File: config.mk
export PLATFORM = sky130hd
export DESIGN_NAME = timer_irq_ctrl
export DESIGN_NICKNAME = d
export VERILOG_FILES = /design/src/rtl/timer_irq_ctrl.sv
export SDC_FILE = /design/constraint.sdc
export NUM_CORES = 1
export LEC_CHECK = 0
export ABC_AREA = 1
export CAP_MARGIN = 40
export CORE_MARGIN = 2
export CORE_UTILIZATION = 25
export CTS_CLUSTER_DIAMETER = 150
export DETAILED_ROUTE_END_ITERATION = 16
export PLACE_DENSITY = 0.59
export SLEW_MARGIN = 20
export SYNTH_ARGS = -nofsm -noshare
export SYNTH_HDL_FRONTEND = slang
export SYNTH_SLANG_ARGS = --single-unit
File: constraint.sdc
create_clock -name clk -period 0.8 [get_ports clk]
set_input_delay 0.16 -clock clk [delete_from_list [all_inputs] [get_ports clk]]
set_output_delay 0.16 -clock clk [all_outputs]
set_load 0.05 [all_outputs]
File: src/rtl/timer_irq_ctrl.sv
// timer_irq_ctrl: interrupt controller for a bank of down-counter timer channels.
// Every channel's irq_in line goes through a rising-edge detector. A detected
// event latches a pending flag. A three-state FSM (IDLE/REQ/CLR) presents the
// lowest-indexed pending channel that is enabled in the mask, and waits for the
// handler to acknowledge it.
//
// Ports:
//   clk        - single clock, rising edge
//   reset      - synchronous, active-high
//   irq_in     - [N_CH] interrupt lines from the timer channels
//   mask_we    - write strobe for the enable mask
//   mask_wdata - [N_CH] new mask value (1 = channel enabled)
//   ack        - one-cycle handler acknowledge, honoured only while requesting
//   miss_clr   - clears the overflow flags and the miss counter
//   irq_out    - interrupt request to the handler
//   irq_id     - [clog2(N_CH)] index of the requested channel
//   pending    - [N_CH] latched, unserviced events
//   overflow   - [N_CH] sticky lost-event flags
//   miss_cnt   - [8] saturating lost-event count
//
// Build option: define TIMER_IRQ_MISS_CNT_EN to include the miss counter.
// When it is undefined, miss_cnt is tied to zero. Overflow flags are present
// in both builds.
module timer_irq_ctrl #(
   parameter int unsigned N_CH = 4
) (
   input  logic                    clk,
   input  logic                    reset,
   input  logic [N_CH-1:0]         irq_in,
   input  logic                    mask_we,
   input  logic [N_CH-1:0]         mask_wdata,
   input  logic                    ack,
   input  logic                    miss_clr,
   output logic                    irq_out,
   output logic [$clog2(N_CH)-1:0] irq_id,
   output logic [N_CH-1:0]         pending,
   output logic [N_CH-1:0]         overflow,
   output logic [7:0]              miss_cnt
);

   localparam int unsigned ID_W = $clog2(N_CH);

   typedef enum logic [1:0] {IDLE, REQ, CLR} state_t;

   state_t          state;
   logic [N_CH-1:0] irq_prev;
   logic [N_CH-1:0] mask;
   logic [N_CH-1:0] rise;
   logic [N_CH-1:0] clr_vec;
   logic [N_CH-1:0] lost;
   logic [N_CH-1:0] eligible;
   logic            sel_valid;
   logic [ID_W-1:0] sel_id;

   always_comb begin
      rise    = irq_in & ~irq_prev;
      clr_vec = '0;
      if (state == REQ && ack)
         clr_vec[irq_id] = 1'b1;
      // A new event on the channel being acknowledged replaces the cleared
      // event. It is not counted as lost.
      lost     = rise & pending & ~clr_vec;
      eligible = pending & mask;
      sel_valid = 1'b0;
      sel_id    = '0;
      // Scan from the top index down so that the lowest set index wins.
      for (int unsigned i = N_CH; i > 0; i--) begin
         if (eligible[i-1]) begin
            sel_valid = 1'b1;
            sel_id    = ID_W'(i-1);
         end
      end
   end

   always_ff @(posedge clk) begin
      if (reset) begin
         state    <= IDLE;
         irq_prev <= '0;
         mask     <= '1;
         pending  <= '0;
         overflow <= '0;
         irq_out  <= 1'b0;
         irq_id   <= '0;
      end else begin
         irq_prev <= irq_in;
         pending  <= (pending & ~clr_vec) | rise;
         overflow <= miss_clr ? lost : (overflow | lost);
         if (mask_we)
            mask <= mask_wdata;
         case (state)
            IDLE: begin
               if (sel_valid) begin
                  irq_id  <= sel_id;
                  irq_out <= 1'b1;
                  state   <= REQ;
               end
            end
            REQ: begin
               if (ack) begin
                  irq_out <= 1'b0;
                  state   <= CLR;
               end
            end
            CLR: begin
               irq_out <= 1'b0;
               state   <= IDLE;
            end
            default: begin
               irq_out <= 1'b0;
               state   <= IDLE;
            end
         endcase
      end
   end

`ifdef TIMER_IRQ_MISS_CNT_EN
   logic [3:0] lost_cnt;
   logic [8:0] miss_sum;

   always_comb begin
      lost_cnt = '0;
      for (int unsigned i = 0; i < N_CH; i++)
         lost_cnt = lost_cnt + 4'(lost[i]);
      miss_sum = {1'b0, miss_cnt} + 9'(lost_cnt);
   end

   // When a clear and a loss happen in the same cycle, the clear is applied
   // first and the losses of that cycle are then counted.
   always_ff @(posedge clk) begin
      if (reset)
         miss_cnt <= '0;
      else if (miss_clr)
         miss_cnt <= 8'(lost_cnt);
      else
         miss_cnt <= miss_sum[8] ? 8'hFF : miss_sum[7:0];
   end
`else
   assign miss_cnt = '0;
`endif

endmodule

==> qor.txt <==
Status: finished, violations left
Failing checks: setup timing
Slew Viols, Final: 0
Slack of the critical path: -0.294 ns
Via count: 846
Fin nets: 184
H-tree levels: 1
Minimum clock period: 1.09 ns
Sequential area share after synthesis: 0.460
Final global-route overflow total: 0
Pint: 0.00211 W
Critical path required time: 0.64 ns
Fmax: 914 MHz
Chip height: 63.0 µm
YS warnings: 0
Dpl cells: 204
Pre-antenna DRT Iters: 3
FP Rows: 21
Worst EP arrival: 0.93 ns
Layout Cells excl Fill: 216
RSZ-0062 raised after global routing: true
Worst Skew: 0.00826 ns
Vias/cell: 3.92
Distinct cells, synth: 13
Drt first-iter violations: 11
Final setup violation count: 22
Synth Area per Inst: 6.97 µm²
ANT cells: 0
Critical Path End Type: output port
Synth Register Bits: 20
Root Driver: clkbuf_4
# IOs: 32
R2R setup slack: -0.19 ns
Max Root-Sink Buffers: 2
Leak Pwr: 0.749 nW
Clk slew on worst S/H paths: 0.12 ns
Critical Path Source Type: flip-flop
Seq pwr share: 0.372
All-Layer GR Usage: 0.113
Post-layout util: 0.490
Core ar.: 3340 µm²
Antenna violation net count after detailed routing: 0
Antenna violations before repair: 0
Power share of the clock group: 0.269
Total Routed Length: 1990 µm
Worst min path class: in2reg
CP max FO: 2
VDD IR max: 0.661 mV
Num Clock Sinks: 20
CTS tree: yes
Vias in the first global route: 850
Starting Density: 0.261
FF-to-FF End: state[0]$_SDFFE_PP0P_
Share of cells above drive strength 1: 0.500
Mapped Cells: 125
Hold Vio Cnt, Final: 0
R2R cell count: 7
Die W: 63.0 µm
Sw Pwr: 0.000967 W
Post-route DRC violation count: 0
HPWL Detailed: 1390 µm
RePlAce Congestion: 0.761
Cell Area, Synth: 871 µm²
Worst skew pair latency: 0.30 ns
Die area: 3970 µm²
Switching Fraction: 0.314
Top post-synthesis cells by area: dfxtp_1, nand2_1, inv_1
Yosys top cell area share: 0.460
Critical path class: reg2out
Launching point of the worst reg2reg path: pending[2]$_SDFF_PP0_
Largest net degree at the start of global routing: 13
Area leader, netlist: dfxtp_1
First-pass GRT wire length: 3640 µm
WHS Endpoint: irq_prev[0]$_SDFF_PP0_
Max-cap viol count: 0
Min-delay src: irq_in[0]
Worst Hold Depth: 3
Logic pwr share: 0.358
IO Port Bufs: 23
P&R area growth vs syn: 87.6%
Wire per inst: 9.21 µm
PD cells: 1880 nW/µm²
Period utilization: 1.37
CTS Buf Count: 3
==> critical path, stage by stage (launching register included) <==
cell	delay (ns)
dfxtp_4	0.37
buf_6	0.12
buf_12	0.14
==> per-stage QoR <==
stage	hold WS (ns)	TNS [ns]	setup WS [ns]	area [µm²]	total power, W
after floorplan	0.219	-1.10	-0.125	936	0.00164
after global placement	0.465	-5.73	-0.384	1360	0.00202
after detailed placement	0.465	-5.98	-0.415	1360	0.00203
after CTS	0.391	-4.10	-0.305	1590	0.00304
after global routing	0.372	-5.26	-0.342	1630	0.00324
final	0.391	-4.11	-0.294	1630	0.00307
==> kinds of logic after synthesis <==
logic type | synth area share
and+or+nand+nor | 0.290
buffers and inverters | 0.165
DFF | 0.460
AOI/OAI and AO/OA | 0.0805
other | 0.00431
==> cells in the mapped netlist (all sizes together) <==
master,number
nand2,39
buf,9
or2,2
nand3,6
conb,1
a21oi,9
o21ai,5
nor2,13
dfxtp,20
inv,21
==> layout make-up <==
class | count | area, µm²
inverter | 21 | 78.8
tap | 46 | 57.6
multi-input combinational | 82 | 473
timing repair buffer | 43 | 539
clock buffer | 3 | 22.5
fill | 318 | 1700
clock inverter | 1 | 30.0
sequential | 20 | 433
==> worst max-delay path by stage <==
stage / from / end / slack (ns) / cells past startpoint
4_1_cts: irq_id[1]$_SDFFE_PP0P_ / irq_id[1] / -0.30 / 2
6_report: pending[1]$_SDFF_PP0_ / pending[1] / -0.29 / 2
3_3_place_gp: irq_in[0] / overflow[0]$_SDFF_PP0_ / -0.38 / 6
5_1_grt: irq_id[1]$_SDFFE_PP0P_ / irq_id[1] / -0.34 / 2
2_1_floorplan: pending[3]$_SDFF_PP0_ / irq_id[0]$_SDFFE_PP0P_ / -0.12 / 7
3_5_place_dp: ack / overflow[2]$_SDFF_PP0_ / -0.41 / 4
==> registers in the layout, indices dropped and copies added, names as in the netlist <==
name and count:
irq_id 2, irq_prev 4, mask 4, overflow 4
pending 4, state 2
==> layout by cell type, fill, tap and decap left out, types with 6 or more instances in the layout <==
master / instances
buf_4: 7
buf_6: 13
inv_1: 16
buf_12: 11
nand2_1: 24
clkdlybuf4s50_1: 12
dfxtp_4: 7
conb_1: 8
a21oi_2: 6
dfxtp_1: 8
nand2_2: 11
nor2_1: 8
==> per-layer routing <==
metal / vias up / wire length, µm / global-route usage
met5: - / 0 / 0
met3: 0 / 90 / 0.0252
met2: 17 / 1050 / 0.199
met4: 0 / 0 / 0.0333
met1: 378 / 854 / 0.137
li1: 451 / - / -
==> power by group through the flow <==
stage	sequential, W	clock (W)	combinational, W
4_1_cts	0.00115	0.000840	0.00105
2_1_floorplan	0.00132	0	0.000320
5_1_grt	0.00116	0.000904	0.00118
3_3_place_gp	0.00116	0	0.000858
3_5_place_dp	0.00117	0	0.000865
6_report	0.00114	0.000828	0.00110
==> what timing repair did <==
| item | in CTS | in global routing |
|---|---|---|
| setup endpoints to repair | 22 | 25 |
| gates resized for setup | 40 | 16 |
| pin swaps | 13 | 15 |
| hold buffers | 0 | 0 |
| setup buffers | 8 | 0 |
Note: power is estimated with default switching activity, not from simulation.
